--- config.mk ---
export PLATFORM = sky130hd
export DESIGN_NAME = seg_scan_display
export DESIGN_NICKNAME = d
export VERILOG_FILES = /design/src/rtl/seg_scan_display.sv
export SDC_FILE = /design/constraint.sdc
export NUM_CORES = 1
export LEC_CHECK = 0
export BUFFER_PORTS_ARGS = -buffer_cell sky130_fd_sc_hd__buf_2
export CAP_MARGIN = 20
export CORE_MARGIN = 10
export CORE_UTILIZATION = 55
export CTS_CLUSTER_DIAMETER = 100
export DETAILED_ROUTE_END_ITERATION = 7
export PLACE_DENSITY = 0.91
export SYNTH_ARGS = -nofsm -noshare
export SYNTH_HDL_FRONTEND = slang
export SYNTH_SLANG_ARGS = --single-unit
export TNS_END_PERCENT = 5
--- constraint.sdc ---
create_clock -name clk -period 3.5 [get_ports clk]
set_input_delay 0 -clock clk [delete_from_list [all_inputs] [get_ports clk]]
set_output_delay 0 -clock clk [all_outputs]
set_load 0.03 [all_outputs]
--- src/rtl/seg_scan_display.sv ---
// seg_scan_display
//   Drives NUM_DIGITS multiplexed hex digits onto a shared active-low
//   segment/dp bus. Each digit can be blanked, can show its decimal point, and
//   all digits share a PWM brightness setting. The block also holds a memory
//   address stepper. The stepper advances at a selectable speed, can be paused,
//   and accepts a synchronous load.
//
// Ports
//   clk            system clock, all logic on the rising edge
//   rst            synchronous active-high reset
//   digits         hex value per digit, digit i = digits[4i+3:4i]
//   dp_in          1 = light the decimal point of digit i
//   blank          1 = digit i stays dark
//   brightness     PWM duty level 0..7, on-time = (brightness+1)/8
//   speed          0 = slow (x16), 1 = mid (x4), 2 = fast (x1), 3 = pause
//   addr_load      synchronous load of addr from addr_load_val
//   addr_load_val  value loaded into addr
//   addr           current memory address
//   step           one-cycle pulse in the cycle addr auto-increments
//   anode          active-low digit enables
//   cathode        active-low segments {g,f,e,d,c,b,a}
//   dp             active-low decimal point
module seg_scan_display #(
  parameter int CLK_FREQ   = 100_000_000,
  parameter int NUM_DIGITS = 8,
  parameter int SCAN_HZ    = 1000,
  parameter int STEP_HZ    = 4,
  parameter int ADDR_W     = 8
) (
  input  logic                    clk,
  input  logic                    rst,
  input  logic [4*NUM_DIGITS-1:0] digits,
  input  logic [NUM_DIGITS-1:0]   dp_in,
  input  logic [NUM_DIGITS-1:0]   blank,
  input  logic [2:0]              brightness,
  input  logic [1:0]              speed,
  input  logic                    addr_load,
  input  logic [ADDR_W-1:0]       addr_load_val,
  output logic [ADDR_W-1:0]       addr,
  output logic                    step,
  output logic [NUM_DIGITS-1:0]   anode,
  output logic [6:0]              cathode,
  output logic                    dp
);

  localparam int SCAN_DIV = CLK_FREQ / (SCAN_HZ * NUM_DIGITS);
  localparam int STEP_DIV = CLK_FREQ / STEP_HZ;
  localparam int SLOT_W   = $clog2(SCAN_DIV);
  localparam int IDX_W    = (NUM_DIGITS > 1) ? $clog2(NUM_DIGITS) : 1;
  localparam int INT_W    = (STEP_DIV > 1) ? $clog2(STEP_DIV) : 1;

  typedef enum logic [1:0] {
    SPD_SLOW  = 2'd0,
    SPD_MID   = 2'd1,
    SPD_FAST  = 2'd2,
    SPD_PAUSE = 2'd3
  } speed_e;

  // Hex to active-low 7-segment pattern {g,f,e,d,c,b,a}.
  function automatic logic [6:0] hex_to_seg(input logic [3:0] v);
    case (v)
      4'h0:    hex_to_seg = 7'h40;
      4'h1:    hex_to_seg = 7'h79;
      4'h2:    hex_to_seg = 7'h24;
      4'h3:    hex_to_seg = 7'h30;
      4'h4:    hex_to_seg = 7'h19;
      4'h5:    hex_to_seg = 7'h12;
      4'h6:    hex_to_seg = 7'h02;
      4'h7:    hex_to_seg = 7'h78;
      4'h8:    hex_to_seg = 7'h00;
      4'h9:    hex_to_seg = 7'h10;
      4'hA:    hex_to_seg = 7'h08;
      4'hB:    hex_to_seg = 7'h03;
      4'hC:    hex_to_seg = 7'h46;
      4'hD:    hex_to_seg = 7'h21;
      4'hE:    hex_to_seg = 7'h06;
      default: hex_to_seg = 7'h0E;
    endcase
  endfunction

  // ---------------------------------------------------------------------------
  // Scan: slot timer, digit index and PWM phase
  // ---------------------------------------------------------------------------
  logic [SLOT_W-1:0] slot_cnt;
  logic [IDX_W-1:0]  idx;
  logic [2:0]        phase;

  always_ff @(posedge clk) begin
    if (rst) begin
      slot_cnt <= '0;
      idx      <= '0;
      phase    <= '0;
    end else begin
      // NOTE: state registers use non-blocking assignments so every flop samples
      // the pre-edge values of its neighbours.
      phase <= phase + 3'd1;
      if (slot_cnt >= SLOT_W'(SCAN_DIV - 1)) begin
        slot_cnt <= '0;
        idx      <= (idx >= IDX_W'(NUM_DIGITS - 1)) ? '0 : idx + 1'b1;
      end else begin
        slot_cnt <= slot_cnt + 1'b1;
      end
    end
  end

  // ---------------------------------------------------------------------------
  // Output stage: select the current digit, apply PWM and blanking, register
  // ---------------------------------------------------------------------------
  logic [3:0]            sel_val;
  logic                  sel_dp;
  logic                  sel_blank;
  logic                  lit;
  logic [NUM_DIGITS-1:0] anode_d;
  logic [6:0]            cathode_d;
  logic                  dp_d;

  always_comb begin
    // NOTE: every signal gets a default before any branch, so no path can
    // leave one unassigned and infer a latch.
    sel_val   = '0;
    sel_dp    = 1'b0;
    sel_blank = 1'b1;
    anode_d   = '1;
    cathode_d = 7'h7F;
    dp_d      = 1'b1;

    for (int i = 0; i < NUM_DIGITS; i++) begin
      if (idx == IDX_W'(i)) begin
        sel_val   = digits[4*i +: 4];
        sel_dp    = dp_in[i];
        sel_blank = blank[i];
      end
    end

    // brightness = 7 makes every phase qualify, so the digit is always on.
    lit = (phase <= brightness) && !sel_blank;

    if (lit) begin
      for (int i = 0; i < NUM_DIGITS; i++) begin
        if (idx == IDX_W'(i)) anode_d[i] = 1'b0;
      end
      cathode_d = hex_to_seg(sel_val);
      dp_d      = ~sel_dp;
    end
  end

  always_ff @(posedge clk) begin
    if (rst) begin
      anode   <= '1;
      cathode <= 7'h7F;
      dp      <= 1'b1;
    end else begin
      anode   <= anode_d;
      cathode <= cathode_d;
      dp      <= dp_d;
    end
  end

  // ---------------------------------------------------------------------------
  // Address stepper: prescaler -> interval counter -> addr
  // ---------------------------------------------------------------------------
  speed_e            speed_sel;
  speed_e            run_speed_q;  // last non-pause speed, detects real changes
  logic [3:0]        pre_cnt;
  logic [3:0]        pre_max;
  logic [INT_W-1:0]  int_cnt;
  logic              tick;
  logic              speed_chg;

  always_comb begin
    speed_sel = speed_e'(speed);
    case (speed_sel)
      SPD_SLOW: pre_max = 4'd15;
      SPD_MID:  pre_max = 4'd3;
      default:  pre_max = 4'd0;
    endcase
    // >= lets a switch to a faster speed tick at once instead of running past
    // the shorter terminal count.
    tick      = (speed_sel != SPD_PAUSE) && (pre_cnt >= pre_max);
    // Entering or leaving pause is not a change, so a resume keeps its counts.
    speed_chg = (speed_sel != SPD_PAUSE) && (speed_sel != run_speed_q);
  end

  always_ff @(posedge clk) begin
    if (rst) begin
      run_speed_q <= SPD_SLOW;
      pre_cnt     <= '0;
      int_cnt     <= '0;
      addr        <= '0;
      step        <= 1'b0;
    end else begin
      step <= 1'b0;
      if (speed_sel != SPD_PAUSE) run_speed_q <= speed_sel;

      if (addr_load) begin
        // A load wins over a step that is due in the same cycle.
        addr    <= addr_load_val;
        pre_cnt <= '0;
        int_cnt <= '0;
      end else if (speed_sel != SPD_PAUSE) begin
        if (tick || speed_chg) pre_cnt <= '0;
        else                   pre_cnt <= pre_cnt + 1'b1;

        if (tick) begin
          if (int_cnt >= INT_W'(STEP_DIV - 1)) begin
            int_cnt <= '0;
            addr    <= addr + 1'b1;
            step    <= 1'b1;
          end else begin
            int_cnt <= int_cnt + 1'b1;
          end
        end
      end
    end
  end

endmodule
* Word level (Yosys, flattened, before mapping)
Memories as Yosys holds them, arrays and structs flattened. A register that Yosys moved wholly into a read port is not among the register bits.
Cells that the tools add are included.
** Storage, ports and cells
- Bits in registers :: 69
- Memory bits (read-only) :: 112
- Input bits :: 64
- Output and inout port bits :: 25
- Logic and storage cells :: 93
- Memories kept :: 1
** Cells by class
- Add/sub/neg operators :: 6
- Order comparisons :: 5
- Eq/ne operators :: 10
- Multiplexer cells :: 41
- Bitwise operators :: 4
- Reduce and logical (&&, ||, !) cells :: 16
** Memories
- (name not given) :: words 16, width 7, rd ports 1, clocked after memory_dff 1, write ports 0, line 61 : case (v)
** Operators by type and width (number)
- 2-to-1 mux 4 bit :: 9
- 2-to-1 mux 8 bit :: 4
- adder 25 x 1 -> 25 bit, second input constant :: 1
- greater-or-equal comparator 25 bit, second input constant :: 1
- 2-to-1 mux 1 bit :: 25
- 2-to-1 mux 25 bit :: 1
- adder 14 x 1 -> 14 bit, second input constant :: 1
- greater-or-equal comparator 14 bit, second input constant :: 1
- == test 3 bit, second input constant :: 4
- adder 8 x 1 -> 8 bit, second input constant :: 1
- case mux 4 bit (2 select lines) :: 1
- adder 3 x 1 -> 3 bit, second input constant :: 2
- == test 3 x 2 -> 1 bit, second input constant :: 2
- nonzero test 2 bit :: 3
- OR reduction 2 bit :: 3
- adder 4 x 1 -> 4 bit, second input constant :: 1
- greater-or-equal comparator 4 bit :: 1
- NOT 1 bit :: 4
- OR reduction 4 bit :: 1
- == test 3 x 1 -> 1 bit, second input constant :: 1
- greater-or-equal comparator 3 bit, second input constant :: 1
- <= comparator 3 bit :: 1
- logical AND 1 bit :: 3
- logical NOT 3 bit :: 1
- other kinds (9) :: 9

* Logic depth before layout (Yosys ltp)
Gate-level depths: netlist of the first run.
- Depth in word-level cells :: 13
- Mapped depth :: 13
- Gate-level depth less buffers :: 11

* Least setup slack after synthesis of the first run
No wires, ideal clock.
- Path type :: reg2reg
- Start point :: register idx[1]
- End point :: register cathode[3]
- Library setup time :: 120 ps
- Data arrival time :: 2828 ps
- Data required time :: 3380 ps
- Setup slack :: 552 ps
- Stages on the path, launching flop included :: 14
- Path buffers :: 2
- Clock period less this slack :: 2948 ps
- Path through :: dfxtp_1 > inv_1 > ha_1 > clkbuf_1 > buf_1 > a21oi_1 > nor4_1 > a31oi_1 > a32oi_1 > inv_1 > ha_1 > inv_1 > mux4_2 > nand2b_1
** Between the ends
- Longest elaborated chain between the ends :: 13
- Elaborated cells on any way between the ends :: 28
- Classes of those cells :: eq/ne (7); mux (16); bitwise (1); reduce/logical (4)
** Ends and longest elaborated chain
- start, declared :: line 85 : logic [IDX_W-1:0] idx;
- start signal, assigned :: line 99 : idx <= (idx >= IDX_W'(NUM_DIGITS - 1)) ? '0 : idx + 1'b1;
- logical NOT 3 bit :: line 128 : if (idx == IDX_W'(i)) begin
- 2-to-1 mux 1 bit (8 in a row) :: line 128
- logical NOT 1 bit :: line 136 : lit = (phase <= brightness) && !sel_blank;
- logical AND 1 bit :: line 136
- NOT 1 bit (no line)
- OR reduction 2 bit (no line)
- end, declared :: line 42 : output logic [6:0] cathode,
Parallel ways exist; a longest one is shown, timed or not.
A chain may end at the register's enable or synchronous reset.

* Worst setup path in the final report of the first run
Ends and elaborated chain as after synthesis.

==> flow_summary.json, run 1 <==
{
  "p_per_area_nw_per_um2": 366.1,
  "mean_cell_area_of_the_mapped_netlist_sq_um": 8.140,
  "power.share.combinational_pct": 12.0,
  "most_common_cell_type_on_the_critical_path": "sky130_fd_sc_hd__inv_1",
  "detail_route.first_pass.iterations": 5,
  "finalHoldViolations": 0,
  "dominantRegCellSynth": "sky130_fd_sc_hd__dfxtp_1",
  "mappedNetlistNets": 604,
  "power_frac_seq_pct": 48.8,
  "timing_worst_slew_pin_value_ps": 966.3,
  "timing.final.setup_violations": 0,
  "die-area_sq_um": 11530,
  "final_cell_mix": "88 x sky130_fd_sc_hd__buf_2, 76 x sky130_fd_sc_hd__dfxtp_1, 72 x sky130_fd_sc_hd__nor2_1, 40 x sky130_fd_sc_hd__nand2_1",
  "final_nets": 696,
  "finish.cell_count_without_fillers": 712,
  "swShare_pct": 24.40,
  "report.power.total_mw": 1.851,
  "static-leakage-power_nw": 1.967,
  "timing.fmax_mhz": 310.6,
  "crit_path_start_kind": "flip-flop",
  "tritoncts_num_sinks": 76,
  "power.share.clock_pct": 39.1,
  "clk_pin_slew_worst_paths_ps": 70,
  "gp_congestion": 0.8859,
  "grt.overflow.total": 0,
  "antennaDiodeCount": 0,
  "detail_route.wl_per_cell_microns": 15.56,
  "synth.distinct_cells": 53,
  "largest_net_degree_at_the_start_of_global_routing": 26,
  "cts_max_path_buffers": 2,
  "crit_path_max_fanout": 23,
  "utilization_pct": 68.95,
  "grt_use_total_pct": 18.97,
  "postCtsSetupBuffers": 0,
  "slowest_cell_on_the_critical_path": "sky130_fd_sc_hd__a32oi_1",
  "crit_path_end_kind": "flip-flop",
  "internal_power_mw": 1.399,
  "postRouteAntennaNets": 0,
  "num_vias": 4183,
  "ys.warnings.count": 0,
  "slew-limit-headroom_pct": 35.58,
  "clk-insertion-delay-late_ps": 330,
  "via_per_inst": 5.875,
  "rsz0062_at_grt": "no",
  "core_region_area_sq_um": 7331,
  "numCtsBuffers": 9,
  "die_w_microns": 107.4,
  "max-vdd-ir-drop_uv": 320.2,
  "hold_slack_ps": 70.04,
  "fillerInstances": 572,
  "estimated_wirelength_of_the_detail_placed_design_microns": 8209,
  "synth_sequential_area_ratio_pct": 36.22,
  "most_frequent_standard_cell_in_the_layout_excluding_fill_and_tap_cells": "sky130_fd_sc_hd__buf_2",
  "hold_buffers": 13,
  "synth_edf_count": 0,
  "h_tree_depth_reported_by_cts": 3,
  "post_synth_instance_area_sq_um": 4200,
  "syn2layout_area_growth_pct": 20.35,
  "timing.critical_path.arrival_ps": 3430,
  "drive_gt1_share_pct": 19.41,
  "die_h_microns": 107.4,
  "outcome": "finished, final reports clean",
  "post_cts_resized": 0,
  "grt_pass1_vias": 4150,
  "setup_tns_ps": 0,
  "crit_path_cell_trace": "inv_1, ha_1, nor2b_1, nor4_1, a31oi_1, a32oi_1, inv_1, ha_1, inv_1, mux4_2, nand2b_1",
  "antenna_found_initial": 0,
  "ios": 89,
  "gate_count_of_the_mapped_netlist": 516,
  "clock_tree_from_tritoncts": "built",
  "placementRows": 31,
  "dp_cells": 683,
  "worst_clock_skew_ps": 6.581,
  "crit_path_max_incr_delay_ps": 460,
  "timing.final.crit_share_pct": 91.99,
  "async_flop_share_pct": 0,
  "drv_cap": 0,
  "drt_drc_violations_left": 0,
  "worst_min_delay_path_class": "in -> reg",
  "port_buffers": 88,
  "cts_root_buf": "sky130_fd_sc_hd__clkbuf_8",
  "final_max_slew_viol_count": 0,
  "postSynthRegisterBits": 76,
  "initial_core_util_pct": 57.30,
  "first_iter_violations": 277,
  "overall_routed_net_length_microns": 11080,
  "grt_pass1_wl_microns": 18420,
  "period_needed_ps": 3220,
  "power_switching_mw": 0.4516,
  "crit_type": "reg -> reg",
  "worst_ep_required_time_ps": 3710
}
==> sequential cells by signal (all words and copies together) (netlist names) <==
signal and count:
step 1, run_speed_q 2, addr 8, cathode 7, pre_cnt 4, phase 3
idx 3, anode 8, int_cnt 25, slot_cnt 14, dp 1
==> per-layer routing <==
layer / track usage [%] / vias up / part of all wire [%]
met5: 0 / - / 0
met4: 10.02 / 0 / 3.5
met3: 5.868 / 36 / 9.3
met2: 33.51 / 212 / 50
met1: 19.75 / 1931 / 38
li1: - / 2004 / -
==> cells by family (layout without fill, tap and decap cells) <==
logic type | Yosys count | in the layout | synth area share (%)
simple gates | 222 | 222 | 26.01
compound gates | 95 | 95 | 15.52
flops | 76 | 76 | 36.22
buf+inv | 53 | 150 | 4.945
xor+xnor | 39 | 39 | 8.132
fa+ha+maj | 24 | 24 | 7.149
mux | 7 | 7 | 2.026
==> through the flow <==
stage	cell area [sq um]	setup WS, ps
final	5055	280.5
after global routing	5055	1.466
after CTS	5055	317.6
after detailed placement	4707	330.4
after global placement	4707	480.1
after floorplan	4200	551.9
==> final cells by class <==
class	count	area (sq um)	area share, %
clock inverters	4	72.57	1.436
well taps	99	123.9	2.450
repair buffers	108	623.1	12.33
multi-input cells	387	2471	48.89
inverters	26	97.59	1.931
clock buffers	12	145.1	2.871
flip-flops and latches	76	1521	30.10
==> final timing paths <==
path | cells past startpoint | slack (ps) | endpoint | startpoint
setup reg to reg | 11 | 280 | cathode[3]$_SDFF_PP1_ | idx[1]$_SDFFE_PP0P_
hold reg to reg | 1 | 450 | slot_cnt[0]$_SDFF_PP0_ | slot_cnt[0]$_SDFF_PP0_
setup / recovery | 11 | 280 | cathode[3]$_SDFF_PP1_ | idx[1]$_SDFFE_PP0P_
hold / removal | 2 | 70 | phase[0]$_SDFF_PP0_ | rst
==> power groups by stage <==
stage                     Sequential (mW)  Combinational, mW  Clock, mW
after floorplan                     0.949              0.102          0
after global placement              0.921              0.202          0
after detailed placement            0.923              0.209          0
after CTS                           0.903              0.221      0.740
after global routing                0.907              0.244      0.776
final                               0.904              0.223      0.724
==> critical path: cells and delay by family, from the launching register on <==
kind	cells	cell delay, ps
adders and majority gates	2	760
and+or+nand+nor	3	650
AOI/OAI and AO/OA	2	530
muxes	1	430
DFF	1	400
buffers and inverters	3	330
==> Yosys cell counts (7+ instances only) <==
| master | count | area share, % |
|---|---|---|
| sky130_fd_sc_hd__dfxtp_1 | 76 | 36 |
| sky130_fd_sc_hd__nor2_1 | 72 | 6.4 |
| sky130_fd_sc_hd__nand2_1 | 40 | 3.6 |
| sky130_fd_sc_hd__a21oi_1 | 27 | 3.2 |
| sky130_fd_sc_hd__nand3_1 | 27 | 3.2 |
| sky130_fd_sc_hd__inv_1 | 26 | 2.3 |
| sky130_fd_sc_hd__ha_1 | 24 | 7.1 |
| sky130_fd_sc_hd__xnor2_1 | 21 | 4.4 |
| sky130_fd_sc_hd__clkbuf_1 | 18 | 1.6 |
| sky130_fd_sc_hd__xor2_1 | 18 | 3.8 |
| sky130_fd_sc_hd__o21ai_0 | 16 | 1.9 |
| sky130_fd_sc_hd__nand4_1 | 14 | 2.1 |
| sky130_fd_sc_hd__nor4_1 | 11 | 1.6 |
| sky130_fd_sc_hd__and3_1 | 9 | 1.3 |
| sky130_fd_sc_hd__nand2b_1 | 9 | 1.3 |
| sky130_fd_sc_hd__nor2b_1 | 8 | 1.2 |
| sky130_fd_sc_hd__a311oi_1 | 7 | 1.5 |
| sky130_fd_sc_hd__buf_2 | 7 | 0.83 |
| sky130_fd_sc_hd__nor3_1 | 7 | 0.83 |
Power figures use the tool's default switching activity.
==> inputs of run 2 (changes only) <==
--- a/config.mk
+++ b/config.mk
@@ -7,11 +7,13 @@
 export LEC_CHECK = 0
 export BUFFER_PORTS_ARGS = -buffer_cell sky130_fd_sc_hd__buf_2
 export CAP_MARGIN = 20
+export CORE_ASPECT_RATIO = 0.9
 export CORE_MARGIN = 10
-export CORE_UTILIZATION = 55
+export CORE_UTILIZATION = 57
+export CTS_BUF_LIST = sky130_fd_sc_hd__clkbuf_2
 export CTS_CLUSTER_DIAMETER = 100
 export DETAILED_ROUTE_END_ITERATION = 7
-export PLACE_DENSITY = 0.91
+export PLACE_DENSITY = 0.94
 export SYNTH_ARGS = -nofsm -noshare
 export SYNTH_HDL_FRONTEND = slang
 export SYNTH_SLANG_ARGS = --single-unit
==> constraint.sdc (replaced) <==
create_clock -name clk -period 3.3 [get_ports clk]
set_input_delay 0 -clock clk [delete_from_list [all_inputs] [get_ports clk]]
set_output_delay 0 -clock clk [all_outputs]
set_load 0.03 [all_outputs]
==> run 2 against run 1 <==
  * Utilization grew 1.4 points
  * Total power shrank 7.8%
  * Largest cell class unchanged
  * Sequential power increased by 6.3%
  * Combinational power rose by 9.0%
==> flow_summary.json, run 2 (synthesis gave the netlist of run 1 again) <==
{
  "p_per_area_nw_per_um2": 340.9,
  "estimated_wirelength_of_the_detail_placed_design_microns": 8180,
  "timing.final.crit_share_pct": 90.48,
  "power_frac_seq_pct": 56.3,
  "wl_met3_microns": 968,
  "crit_path_start_kind": "flip-flop",
  "period_needed_ps": 2986,
  "postCtsSetupBuffers": 0,
  "clk_pin_slew_worst_paths_ps": 210,
  "setup_slack_after_placement_ps": 331.5,
  "most_common_cell_type_on_the_critical_path": "sky130_fd_sc_hd__inv_1",
  "min_delay_path_depth": 6,
  "clk-insertion-delay-late_ps": 530,
  "largest_reg_flops": 25,
  "worst_clock_skew_ps": 30.21,
  "worst_slack_ps": 314.1,
  "tritoncts_num_sinks": 76,
  "reg2reg_depth": 10,
  "gp_congestion": 0.9154,
  "first_iter_violations": 292,
  "route.met2.wl_microns": 5439,
  "power.share.clock_pct": 29.5,
  "drv_cap": 0,
  "crit_path_max_incr_delay_ps": 450,
  "holdPathEnd": "anode[7]$_SDFF_PP1_",
  "crit_path_cell_trace": "inv_1, ha_1, o311a_1, o21ai_0, o21a_1, inv_1, ha_1, inv_1, mux4_2, nand2b_1",
  "cts_max_path_buffers": 2,
  "worst_min_delay_path_class": "in -> reg",
  "finalHoldViolations": 0,
  "crit_path_max_fanout": 22,
  "final_max_slew_viol_count": 0,
  "power_switching_mw": 0.4828,
  "via_per_inst": 5.798,
  "crit_type": "reg -> reg",
  "largest_register": "int_cnt",
  "critical_path.reg2reg.startpoint": "idx[0]$_SDFFE_PP0P_",
  "placementRows": 29,
  "grt.overflow.total": 0,
  "rsz0062_at_grt": "no",
  "swShare_pct": 28.30,
  "timing.fmax_mhz": 334.9,
  "port_buffers": 88,
  "clock_tree_from_tritoncts": "built",
  "largest_net_degree_at_the_start_of_global_routing": 26,
  "power.share.combinational_pct": 14.2,
  "ios": 89,
  "highest-signal-layer": "met4",
  "slew-limit-headroom_pct": 53.36,
  "report.power.total_mw": 1.706,
  "cts_root_buf": "sky130_fd_sc_hd__clkbuf_2",
  "timing.final.setup_violations": 0,
  "max-vdd-ir-drop_uv": 265.4,
  "syn2layout_area_growth_pct": 19.12,
  "postPlaceCellArea_sq_um": 4715,
  "timing.critical_path.arrival_ps": 3440,
  "antennaDiodeCount": 0,
  "crit-reg2reg-capture": "cathode[3]$_SDFF_PP1_",
  "grt_pass1_wl_microns": 18410,
  "critPathLaunch": "idx[0]$_SDFFE_PP0P_",
  "numCtsBuffers": 9,
  "finish.cell_count_without_fillers": 713,
  "final_cell_mix": "88 x sky130_fd_sc_hd__buf_2, 76 x sky130_fd_sc_hd__dfxtp_1, 72 x sky130_fd_sc_hd__nor2_1, 40 x sky130_fd_sc_hd__nand2_1",
  "crit_path_end_kind": "flip-flop",
  "num_vias": 4134,
  "die_h_microns": 101.4,
  "antenna_found_initial": 0,
  "detail_route.wl_per_cell_microns": 15.78,
  "drt_drc_violations_left": 0,
  "timing.hold.worst.start": "brightness[2]",
  "detail_route.first_pass.iterations": 5,
  "finished_layout_cell_area_sq_um": 5004,
  "h_tree_depth_reported_by_cts": 3,
  "timing_worst_slew_pin_value_ps": 699.7,
  "core_region_area_sq_um": 7112,
  "initial_core_util_pct": 59.06,
  "grt_use_total_pct": 19.18,
  "setup_tns_ps": 0,
  "outcome": "finished, final reports clean",
  "drive_gt1_share_pct": 19.84,
  "internal_power_mw": 1.223,
  "dp_cells": 679,
  "overall_routed_net_length_microns": 11250,
  "most_frequent_standard_cell_in_the_layout_excluding_fill_and_tap_cells": "sky130_fd_sc_hd__buf_2",
  "drt-met1-wl_microns": 4698,
  "die-area_sq_um": 11210,
  "slowest_cell_on_the_critical_path": "sky130_fd_sc_hd__dfxtp_1",
  "grt_pass1_vias": 4019,
  "static-leakage-power_nw": 1.962,
  "postRouteAntennaNets": 0,
  "largest_registers": "int_cnt (25), slot_cnt (14)",
  "die_w_microns": 110.5,
  "final_nets": 703,
  "worst_ep_required_time_ps": 3760,
  "minimum_setup_slack_among_reg_to_reg_paths_ps": 310
}
## run 2: cell count changes in the layout (fill, tap and decap cells not counted), moves of 2 or more
cell / delta
sky130_fd_sc_hd__clkbuf_2: +11
sky130_fd_sc_hd__clkbuf_8: -10
sky130_fd_sc_hd__dlygate4sd3_1: +5
sky130_fd_sc_hd__buf_4: +2
sky130_fd_sc_hd__clkbuf_1: -2
## run 2: power groups by stage
| stage | clock (mW) | combinational (mW) | sequential [mW] |
|---|---|---|---|
| after floorplan | 0 | 0.108 | 1.01 |
| after global placement | 0 | 0.214 | 0.977 |
| after detailed placement | 0 | 0.222 | 0.979 |
| after CTS | 0.510 | 0.238 | 0.960 |
| after global routing | 0.543 | 0.265 | 0.965 |
| final | 0.502 | 0.243 | 0.961 |
## run 2: cell type report
class / instances / area, sq um
Tap cell: 93 / 116.4
Multi-Input combinational cell: 387 / 2472
Clock inverter: 5 / 52.55
Fill cell: 535 / 2108
Sequential cell: 76 / 1521
Clock buffer: 11 / 55.05
Inverter: 26 / 97.59
Timing Repair Buffer: 115 / 688.2
## run 2: routing by layer
| layer | vias to the layer above | track usage [%] |
|---|---|---|
| li1 | 2020 | - |
| met1 | 1901 | 22.78 |
| met2 | 197 | 33.65 |
| met3 | 16 | 4.787 |
| met4 | 0 | 5.800 |
| met5 | - | 0 |
## run 2: how the worst max path moves through the flow
stage / to
after floorplan: cathode[3]$_SDFF_PP1_
final: cathode[3]$_SDFF_PP1_
after detailed placement: cathode[3]$_SDFF_PP1_
after CTS: dp$_SDFF_PP1_
after global routing: cathode[3]$_SDFF_PP1_
after global placement: cathode[3]$_SDFF_PP1_
## run 2: timing repair
item	4_1_cts	5_1_grt
resized for setup	0	1
endpoints found under the setup margin	0	1
hold buffers	18	0
hold endpoints to repair	24	0
## run 2: through the flow
stage / hold WS (ps) / utilization (%)
after floorplan: 79.31 / -
after global placement: 218.1 / 66.29
after detailed placement: 213.1 / 66.29
after CTS: 12.74 / 70.34
after global routing: 76.63 / 70.36
final: 17.73 / 70.36
## run 2: worst max-delay path: cells and delay by family, from the launching register on
kind,cells,cell delay (ps)
AOI/OAI and AO/OA,3,840
adders and majority gates,2,740
DFF,1,450
muxes,1,440
buffers and inverters,3,290
and+or+nand+nor,1,150
==> inputs of run 3 (changes only) <==
--- a/config.mk
+++ b/config.mk
@@ -14,6 +14,7 @@
 export CTS_CLUSTER_DIAMETER = 100
 export DETAILED_ROUTE_END_ITERATION = 7
 export PLACE_DENSITY = 0.94
+export RECOVER_POWER = 25
 export SYNTH_ARGS = -nofsm -noshare
 export SYNTH_HDL_FRONTEND = slang
 export SYNTH_SLANG_ARGS = --single-unit
==> run 3 against run 2 <==
  * Sequential share of layout area rose by 0.16 points
  * Non-clock buffer count did not move
  * Utilization fell by 0.37 points
  * Global-route usage did not move
  * Clock-buffer cell count did not move
  * Sequential power barely moved
  * Highest routed layer unchanged
  * First-iteration DRC count fell by 9.6%
  * Maximum frequency rose by 0.45%
  * Critical endpoint unchanged
==> flow_summary.json, run 3 (synthesis gave the netlist of run 1 again) <==
{
  "crit_path_max_fanout": 22,
  "drt_drc_violations_left": 0,
  "min_delay_path_depth": 6,
  "clk_pin_slew_worst_paths_ps": 230,
  "timing.final.setup_violations": 0,
  "syn2layout_area_growth_pct": 18.50,
  "slew-limit-headroom_pct": 52.88,
  "final_nets": 703,
  "max-vdd-ir-drop_uv": 267.9,
  "utilization_pct": 69.99,
  "slowest_cell_on_the_critical_path": "sky130_fd_sc_hd__dfxtp_1",
  "worst_ep_required_time_ps": 3770,
  "holdPathEnd": "anode[7]$_SDFF_PP1_",
  "report.power.total_mw": 1.707,
  "critical_path.top_delay_family": "compound AO/OA/AOI/OAI gates",
  "largest_net_degree_at_the_start_of_global_routing": 26,
  "port_buffers": 88,
  "static-leakage-power_nw": 1.921,
  "detail_route.first_pass.iterations": 6,
  "overall_routed_net_length_microns": 11310,
  "antennaDiodeCount": 0,
  "clock_tree_from_tritoncts": "built",
  "crit-reg2reg-capture": "cathode[3]$_SDFF_PP1_",
  "setup_tns_ps": 0,
  "hold_slack_ps": 20.83,
  "largest_reg_flops": 25,
  "placementRows": 29,
  "crit_path_cell_trace": "inv_1, ha_1, o311a_1, o21ai_0, o21a_1, inv_1, ha_1, inv_1, mux4_2, nand2b_1",
  "most_common_cell_type_on_the_critical_path": "sky130_fd_sc_hd__inv_1",
  "drive_gt1_share_pct": 16.45,
  "timing_worst_slew_pin_value_ps": 706.8,
  "crit_path_max_incr_delay_ps": 450,
  "rsz0062_at_grt": "no",
  "drv_cap": 0,
  "postRouteAntennaNets": 0,
  "worst_slack_ps": 327.4,
  "period_needed_ps": 2973,
  "clk-insertion-delay-late_ps": 540,
  "outcome": "finished, final reports clean",
  "finished_layout_cell_area_sq_um": 4977,
  "grt_pass1_wl_microns": 18410,
  "grt_use_total_pct": 19.18,
  "critPathBufInv": 3,
  "timing.hold.worst.start": "brightness[2]",
  "antenna_found_initial": 0,
  "detail_route.wl_per_cell_microns": 15.86,
  "core_region_area_sq_um": 7112,
  "h_tree_depth_reported_by_cts": 3,
  "crit_path_end_kind": "flip-flop",
  "die_h_microns": 101.4,
  "worst_min_delay_path_class": "in -> reg",
  "crit_path_start_kind": "flip-flop",
  "worst_clock_skew_ps": 32.92,
  "minimum_setup_slack_among_reg_to_reg_paths_ps": 330,
  "gp_congestion": 0.9154,
  "postPlaceCellArea_sq_um": 4715,
  "largest_registers": "int_cnt (25), slot_cnt (14)",
  "grt_pass1_vias": 4019,
  "first_iter_violations": 264,
  "final_cell_mix": "76 x sky130_fd_sc_hd__dfxtp_1, 72 x sky130_fd_sc_hd__nor2_1, 67 x sky130_fd_sc_hd__buf_2, 40 x sky130_fd_sc_hd__nand2_1",
  "finish.cell_count_without_fillers": 713,
  "p_per_area_nw_per_um2": 342.9,
  "timing.critical_path.arrival_ps": 3440,
  "most_frequent_standard_cell_in_the_layout_excluding_fill_and_tap_cells": "sky130_fd_sc_hd__dfxtp_1",
  "crit_type": "reg -> reg",
  "initial_core_util_pct": 59.06,
  "num_vias": 4163,
  "numCtsBuffers": 9,
  "cts_max_path_buffers": 2,
  "final_max_slew_viol_count": 0,
  "setup_slack_after_placement_ps": 331.5,
  "dp_cells": 679,
  "tritoncts_num_sinks": 76,
  "critical_path.reg2reg.startpoint": "idx[0]$_SDFFE_PP0P_",
  "grt.overflow.total": 0,
  "timing.fmax_mhz": 336.4,
  "largest_register": "int_cnt",
  "via_per_inst": 5.839,
  "ios": 89,
  "cts_root_buf": "sky130_fd_sc_hd__clkbuf_2",
  "die_w_microns": 110.5,
  "finalHoldViolations": 0,
  "die-area_sq_um": 11210,
  "estimated_wirelength_of_the_detail_placed_design_microns": 8180,
  "timing.final.crit_share_pct": 90.08,
  "reg2reg_depth": 10
}
## run 3: cell types whose count changed in the layout (fill, tap and decap cells not counted)
cell / delta
sky130_fd_sc_hd__buf_2: -21
sky130_fd_sc_hd__clkbuf_1: +21
## run 3: what timing repair did
item | CTS | global route
setup endpoints to repair | 0 | 1
resized for setup | 0 | 1
hold buffers | 18 | 0
setup buffers | 0 | 0
hold endpoints to repair | 24 | 0
## run 3: area by class of cell
type                            instances  area [sq um]
Inverter                               26         97.59
Clock inverter                          5         52.55
Fill cell                             553          2135
Tap cell                               93         116.4
Sequential cell                        76          1521
Multi-Input combinational cell        387          2472
Timing Repair Buffer                  115         661.9
Clock buffer                           11         55.05
## run 3: routing by layer
layer  GRT usage, %  share of wire [%]
met4          5.800                1.4
met3          4.787                8.4
met1          22.78                 42
met5              0                  0
met2          33.65                 48
## run 3: worst max path at each step
stage / slack (ps) / startpoint / to / cells past startpoint
after CTS: 220 / idx[1]$_SDFFE_PP0P_ / dp$_SDFF_PP1_ / 10
after global routing: 90 / idx[0]$_SDFFE_PP0P_ / cathode[3]$_SDFF_PP1_ / 11
after global placement: 460 / idx[0]$_SDFFE_PP0P_ / cathode[3]$_SDFF_PP1_ / 10
after detailed placement: 330 / idx[0]$_SDFFE_PP0P_ / cathode[3]$_SDFF_PP1_ / 10
after floorplan: 350 / idx[1]$_SDFFE_PP0P_ / cathode[3]$_SDFF_PP1_ / 13
final: 330 / idx[0]$_SDFFE_PP0P_ / cathode[3]$_SDFF_PP1_ / 10
## run 3: worst reg2reg max path: stages, from the launching register on
cell and delay, ps:
sky130_fd_sc_hd__dfxtp_1 450, sky130_fd_sc_hd__inv_1 100, sky130_fd_sc_hd__ha_1 450, sky130_fd_sc_hd__o311a_1 440, sky130_fd_sc_hd__o21ai_0 140, sky130_fd_sc_hd__o21a_1 260, sky130_fd_sc_hd__inv_1 140, sky130_fd_sc_hd__ha_1 290
sky130_fd_sc_hd__inv_1 50, sky130_fd_sc_hd__mux4_2 440, sky130_fd_sc_hd__nand2b_1 150
## run 3: report_power, final
part	internal, mW	total [mW]	switching (mW)	leakage (nW)
Clock	0.178	0.506	0.328	0.0733
Sequential	0.943	0.961	0.0179	0.618
Combinational	0.0989	0.240	0.141	1.23
Total	1.22	1.71	0.487	1.92
